<file path="src/rtl/alu_exec_unit.sv">
// alu_exec_unit: EX-stage ALU with ALUOp/funct decode, registered valid/ready
// handshake and an iterative shift-add multiplier.
module alu_exec_unit #(
    parameter int WIDTH   = 32,
    parameter int SHAMT_W = 5,
    parameter int MUL_EN  = 1
) (
    input  logic               clk,
    input  logic               rst_n,
    input  logic               in_valid,
    output logic               in_ready,
    input  logic [3:0]         alu_op,
    input  logic [5:0]         funct,
    input  logic [SHAMT_W-1:0] shamt,
    input  logic [WIDTH-1:0]   op_a,
    input  logic [WIDTH-1:0]   op_b,
    output logic               out_valid,
    input  logic               out_ready,
    output logic [WIDTH-1:0]   result,
    output logic [3:0]         func_code,
    output logic               zero,
    output logic               overflow,
    output logic               illegal
);

    localparam int CNT_W = $clog2(WIDTH + 1);

    localparam logic [3:0] FC_ADD   = 4'd0;
    localparam logic [3:0] FC_SUB   = 4'd1;
    localparam logic [3:0] FC_AND   = 4'd2;
    localparam logic [3:0] FC_OR    = 4'd3;
    localparam logic [3:0] FC_NOR   = 4'd4;
    localparam logic [3:0] FC_SLT   = 4'd5;
    localparam logic [3:0] FC_PASSB = 4'd6;
    localparam logic [3:0] FC_ADDIU = 4'd7;
    localparam logic [3:0] FC_SLTU  = 4'd8;
    localparam logic [3:0] FC_XOR   = 4'd9;
    localparam logic [3:0] FC_SLL   = 4'd10;
    localparam logic [3:0] FC_SRL   = 4'd11;
    localparam logic [3:0] FC_SRA   = 4'd12;
    localparam logic [3:0] FC_MULT  = 4'd13;
    localparam logic [3:0] FC_ILL   = 4'd15;

    typedef enum logic [1:0] {
        IDLE,
        MUL,
        HOLD
    } state_t;

    state_t state, state_nxt;

    logic [3:0]       dec_fc;
    logic             dec_ovf_en;
    logic [WIDTH-1:0] sum, diff;
    logic [WIDTH-1:0] exec_res;
    logic             exec_ovf;

    logic [WIDTH-1:0] mcand, mplier, acc;
    logic [WIDTH-1:0] step_acc;
    logic [CNT_W-1:0] cnt;
    logic             mul_last;

    assign sum      = op_a + op_b;
    assign diff     = op_a - op_b;
    assign step_acc = acc + (mplier[0] ? mcand : '0);
    assign mul_last = (cnt == CNT_W'(1));

    // Decode ALUOp/funct into the function code; only funct add/sub may flag overflow
    always_comb begin
        dec_fc     = FC_ILL;
        dec_ovf_en = 1'b0;
        if (alu_op == 4'b0000) begin
            case (funct)
                6'h20:   begin dec_fc = FC_ADD; dec_ovf_en = 1'b1; end
                6'h22:   begin dec_fc = FC_SUB; dec_ovf_en = 1'b1; end
                6'h24:   dec_fc = FC_AND;
                6'h25:   dec_fc = FC_OR;
                6'h27:   dec_fc = FC_NOR;
                6'h2a:   dec_fc = FC_SLT;
                6'h2b:   dec_fc = FC_SLTU;
                6'h26:   dec_fc = FC_XOR;
                6'h00:   dec_fc = FC_SLL;
                6'h02:   dec_fc = FC_SRL;
                6'h03:   dec_fc = FC_SRA;
                6'h18:   dec_fc = (MUL_EN != 0) ? FC_MULT : FC_ILL;
                default: dec_fc = FC_ILL;
            endcase
        end else begin
            case (alu_op)
                4'b0001: dec_fc = FC_SUB;
                4'b0010: dec_fc = FC_ADD;
                4'b0011: dec_fc = FC_PASSB;
                4'b0100: dec_fc = FC_ADDIU;
                4'b0101: dec_fc = FC_SLT;
                4'b0110: dec_fc = FC_SLTU;
                4'b0111: dec_fc = FC_AND;
                4'b1000: dec_fc = FC_OR;
                4'b1001: dec_fc = FC_XOR;
                default: dec_fc = FC_ILL;
            endcase
        end
    end

    // Single-cycle datapath for every operation except mult
    always_comb begin
        exec_res = '0;
        exec_ovf = 1'b0;
        case (dec_fc)
            FC_ADD: begin
                exec_res = sum;
                exec_ovf = dec_ovf_en && (op_a[WIDTH-1] == op_b[WIDTH-1])
                           && (sum[WIDTH-1] != op_a[WIDTH-1]);
            end
            FC_SUB: begin
                exec_res = diff;
                exec_ovf = dec_ovf_en && (op_a[WIDTH-1] != op_b[WIDTH-1])
                           && (diff[WIDTH-1] != op_a[WIDTH-1]);
            end
            FC_AND:   exec_res = op_a & op_b;
            FC_OR:    exec_res = op_a | op_b;
            FC_NOR:   exec_res = ~(op_a | op_b);
            FC_SLT:   exec_res = {{(WIDTH-1){1'b0}}, ($signed(op_a) < $signed(op_b))};
            FC_PASSB: exec_res = op_b;
            FC_ADDIU: exec_res = sum;
            FC_SLTU:  exec_res = {{(WIDTH-1){1'b0}}, (op_a < op_b)};
            FC_XOR:   exec_res = op_a ^ op_b;
            FC_SLL:   exec_res = op_b << shamt;
            FC_SRL:   exec_res = op_b >> shamt;
            FC_SRA:   exec_res = $signed(op_b) >>> shamt;
            default:  exec_res = '0;
        endcase
    end

    // State register
    always_ff @(posedge clk) begin
        if (!rst_n) state <= IDLE;
        else        state <= state_nxt;
    end

    // Next-state logic
    always_comb begin
        state_nxt = state;
        case (state)
            IDLE:    if (in_valid) state_nxt = (dec_fc == FC_MULT) ? MUL : HOLD;
            MUL:     if (mul_last) state_nxt = HOLD;
            HOLD:    if (out_ready) state_nxt = IDLE;
            default: state_nxt = IDLE;
        endcase
    end

    // Handshake outputs follow the state directly
    always_comb begin
        in_ready  = (state == IDLE);
        out_valid = (state == HOLD);
    end

    // Result registers and multiplier datapath; the final mult step writes its
    // sum straight into result so HOLD is entered WIDTH edges after acceptance
    always_ff @(posedge clk) begin
        if (!rst_n) begin
            result    <= '0;
            func_code <= '0;
            zero      <= 1'b0;
            overflow  <= 1'b0;
            illegal   <= 1'b0;
            mcand     <= '0;
            mplier    <= '0;
            acc       <= '0;
            cnt       <= '0;
        end else begin
            case (state)
                IDLE: begin
                    if (in_valid) begin
                        if (dec_fc == FC_MULT) begin
                            mcand  <= op_a;
                            mplier <= op_b;
                            acc    <= '0;
                            cnt    <= CNT_W'(WIDTH);
                        end else begin
                            result    <= exec_res;
                            func_code <= dec_fc;
                            zero      <= (exec_res == '0);
                            overflow  <= exec_ovf;
                            illegal   <= (dec_fc == FC_ILL);
                        end
                    end
                end
                MUL: begin
                    acc    <= step_acc;
                    mcand  <= mcand << 1;
                    mplier <= mplier >> 1;
                    cnt    <= cnt - CNT_W'(1);
                    if (mul_last) begin
                        result    <= step_acc;
                        func_code <= FC_MULT;
                        zero      <= (step_acc == '0);
                        overflow  <= 1'b0;
                        illegal   <= 1'b0;
                    end
                end
                default: ;
            endcase
        end
    end

endmodule

</file>
<file path="config.mk">
export PLATFORM = sky130hd
export DESIGN_NAME = alu_exec_unit
export DESIGN_NICKNAME = d
export VERILOG_FILES = /design/src/rtl/alu_exec_unit.sv
export SDC_FILE = /design/constraint.sdc
export NUM_CORES = 1
export LEC_CHECK = 0
export CORE_ASPECT_RATIO = 1.75
export CORE_MARGIN = 2
export CORE_UTILIZATION = 35
export DETAILED_ROUTE_END_ITERATION = 16
export PLACE_DENSITY = 0.52
export SLEW_MARGIN = 20
export SYNTH_ARGS = -nofsm -noshare
export SYNTH_HDL_FRONTEND = slang
export SYNTH_SLANG_ARGS = --single-unit
</file>
<file path="constraint.sdc">
create_clock -name clk -period 4.1 [get_ports clk]
set_input_delay 0.615 -clock clk [delete_from_list [all_inputs] [get_ports clk]]
set_output_delay 0.615 -clock clk [all_outputs]
set_load 0.1 [all_outputs]
</file>
==> qor.yml <==
status: "finished, violations left"
violations: "setup timing"
n_antenna_cell: 0
final_util_pct: 55.02
final.fill_count: 5209
initialDrtViolationCount: 1859
areaGrowthSynthToFinish_pct: 55.14
core_sq_um: 54290
critPathArrivalTime_ps: 5110
antenna_found_initial: 1
tightestPinTransition_ps: 979.7
worstHoldPathType: "reg -> reg"
io_pins: 124
drc_errors: 0
rsz0062_at_grt: "yes"
hpwl_microns: 94100
setup_viol: 1
drive_above_1_share_pct: 38.53
via_count: 25050
synth_top_area_cell: "dfxtp_1"
via_per_inst: 6.021
numCtsBuffers: 17
grt_pass1_wl_microns: 162600
cp-endpoint: "zero$_SDFFE_PN0P_"
gr-total-overflow: 0
yosys_most_used_dff: "dfxtp_1"
ys_ff_latch: 143
synthCells: 2564
ant_nets: 0
grt_pass1_vias: 25130
clkTransAtPathRegs_ps: 60
fp-row-count: 113
dr.pass1.iters: 5
seq_area_sq_um: 2863
synthDistinctLibCells: 98
p_switching_mw: 3.060
clock-sinks: 143
syn_area_per_cell_sq_um: 7.510
fin_area_sq_um: 29870
yosysWarnings: 0
clkLatencyLatePin_ps: 450
ff2ff_path_depth: 17
crit_path_max_fanout: 13
cts_hold_buf: 0
power_switching_share_pct: 42.09
async_reset_ff_share_pct: 0
drt-total-wl_microns: 113300
gp_congestion: 1.049
placed_area_sq_um: 27740
io_buffers: 123
skew_ps: 15.44
reg2reg_to: "zero$_SDFFE_PN0P_"
place_ws_ps: -1477
htreeDepth: 4
instances_no_fill: 4160
p_int_mw: 4.209
seq_area_frac_synth_pct: 14.87
grt_usage_pct: 38.61
maxCapViolations: 0
crit_type: "reg -> reg"
wire_per_inst_microns: 27.23
relSlewSlack_pct: 34.48
synth_edf_count: 0
finalCriticalPeriod_ps: 4734
fin_nets: 3677
p_clk_share_pct: 22.9
initial_core_util_pct: 35.47
final.setup.worst_slack_ps: -633.9
die_w_microns: 181.3
cp-start-kind: "flop"
fin_crit_sh_pct: 115.5
worstPathRequired_ps: 4470
cp-end-kind: "flop"
fp.dieH_microns: 314.3
syn_nets: 2783
die_area_sq_um: 56980
reg2reg_slack_ps: -630
synth_area_sq_um: 19250
grt_max_degree: 132
powerDensity_nw_per_um2: 243.4
multiInputGateArea_sq_um: 16170
startpoint: "mplier[0]$_SDFFE_PN0P_"
ir_drop_uv: 314.6
r2r_start: "mplier[0]$_SDFFE_PN0P_"
cts_tree: "yes"
cts-root-buf: "clkbuf_16"
finalHoldViolations: 0
report.final.slew_viol_count: 0
power.total_mw: 7.270
power_frac_comb_pct: 56.0
pwr-share-seq_pct: 21.0
dp_cells: 4089
clk_path_buf_depth: 2
post-synth-top-area-fraction_pct: 14.87
p_leak_nw: 13.87
fmax_ghz: 0.2112
yosys-top-cells-area: "dfxtp_1, ha_1, mux4_2, nand2_1, a21oi_1"
==> critical path, cell delays in order (launching register included) <==
cell      delay (ps)
dfxtp_1          310
buf_6            140
and2_1           140
ha_1             300
o21a_1           240
o21a_1           220
o21ai_2          220
o21ai_2           90
xor2_1           190
or4_4            580
or4b_1           500
or4_4            450
nor3_4           150
buf_6            130
nor4bb_4         230
nand4_1          160
or4_4            460
o211ai_2         140
==> repair_timing <==
action,4_1_cts,5_1_grt
gates resized for setup,174,139
pin swaps,36,39
setup endpoints to repair,19,45
buffers inserted,18,24
==> placed cells by master (no fill, tap or decap), types with 30 or more instances in the layout <==
cell,Yosys,final
o21ai_0,126,120
o211a_1,74,74
o211ai_1,93,93
mux2i_1,67,65
mux4_2,62,62
buf_4,7,940
and2_1,54,51
a211oi_1,46,37
dfxtp_1,143,143
a21boi_0,36,33
nor2_1,207,199
xnor2_1,32,31
inv_1,113,82
a22oi_1,31,30
a21oi_1,175,158
nand2_1,287,283
clkdlybuf4s50_1,0,71
nand3_1,44,42
nor2b_1,38,35
ha_1,133,105
nor3_1,45,37
==> flip-flops by register name, indices dropped and copies added (netlist names) <==
name	count
result	32
overflow	1
zero	1
state	2
cnt	6
illegal	1
func_code	4
mcand	32
acc	32
mplier	32
==> Yosys cell counts (all sizes together) (23+ instances only) <==
library cell  instances
o21ai               137
and2                 55
inv                 115
a21o                 30
xnor2                32
nand3                44
clkbuf              143
a221oi               25
o221ai               23
mux4                 62
nand2               288
buf                  87
nand4                23
a21boi               38
nor2b                38
o211a                74
xor2                 25
dfxtp               143
a211oi               48
ha                  133
nor4                 23
nor3                 45
a31oi                28
a21oi               178
mux2i                67
nor2                208
o211ai               94
a22oi                31
==> cells by family (layout without fill, tap and decap cells) <==
logic type / after synthesis / count (layout) / share of synthesized area [%]
buffers and inverters: 347 / 1253 / 7.395
multiplexers: 147 / 147 / 11.79
adder cells (fa/ha/maj): 137 / 137 / 9.006
XOR/XNOR: 57 / 57 / 2.593
AO/OA/AOI/OAI: 914 / 914 / 34.26
flip-flops: 143 / 143 / 14.87
AND/OR/NAND/NOR: 819 / 819 / 20.09
==> stage by stage <==
stage                     TNS [ps]  hold WS, ps
after floorplan                  0        445.3
after global placement      -15820        446.3
after detailed placement    -28450        456.0
after CTS                   -636.4        462.2
after global routing        -750.5        481.2
final                       -633.9        454.5
==> final cells by class <==
type / count / area share (%)
Inverter: 117 / 1.516
Multi-Input combinational cell: 2074 / 54.14
Tap cell: 690 / 2.890
Clock inverter: 12 / 0.5277
Timing Repair Buffer: 1105 / 29.82
Clock buffer: 19 / 1.516
Sequential cell: 143 / 9.583
==> metal layers <==
layer	share of wire, %	wire [microns]	vias up	track usage [%]
li1	-	-	11400	-
met2	50	56630	1069	69.53
met1	36	40670	12210	40.91
met3	4.8	5417	368	4.061
met5	0	0	-	0
met4	9.3	10550	0	30.60
==> power groups by stage <==
| stage | Combinational (mW) | Clock [mW] | Sequential [mW] |
|---|---|---|---|
| global placement | 3.75 | 0 | 1.56 |
| floorplan | 1.49 | 0 | 1.86 |
| detailed placement | 3.77 | 0 | 1.56 |
| finish | 4.07 | 1.67 | 1.53 |
| CTS | 3.90 | 1.69 | 1.53 |
| global route | 4.23 | 1.74 | 1.54 |
==> how the worst min path moves through the flow <==
stage,startpoint,to,slack (ps),cells after the start
finish,result[27]$_SDFFE_PN0P_,result[27]$_SDFFE_PN0P_,450,2
global route,result[27]$_SDFFE_PN0P_,result[27]$_SDFFE_PN0P_,480,2
CTS,result[7]$_SDFFE_PN0P_,result[7]$_SDFFE_PN0P_,460,2
detailed placement,result[7]$_SDFFE_PN0P_,result[7]$_SDFFE_PN0P_,460,2
global placement,result[30]$_SDFFE_PN0P_,result[30]$_SDFFE_PN0P_,450,2
floorplan,acc[2]$_SDFFE_PN0P_,acc[2]$_SDFFE_PN0P_,450,2
Power figures use the tool's default switching activity.
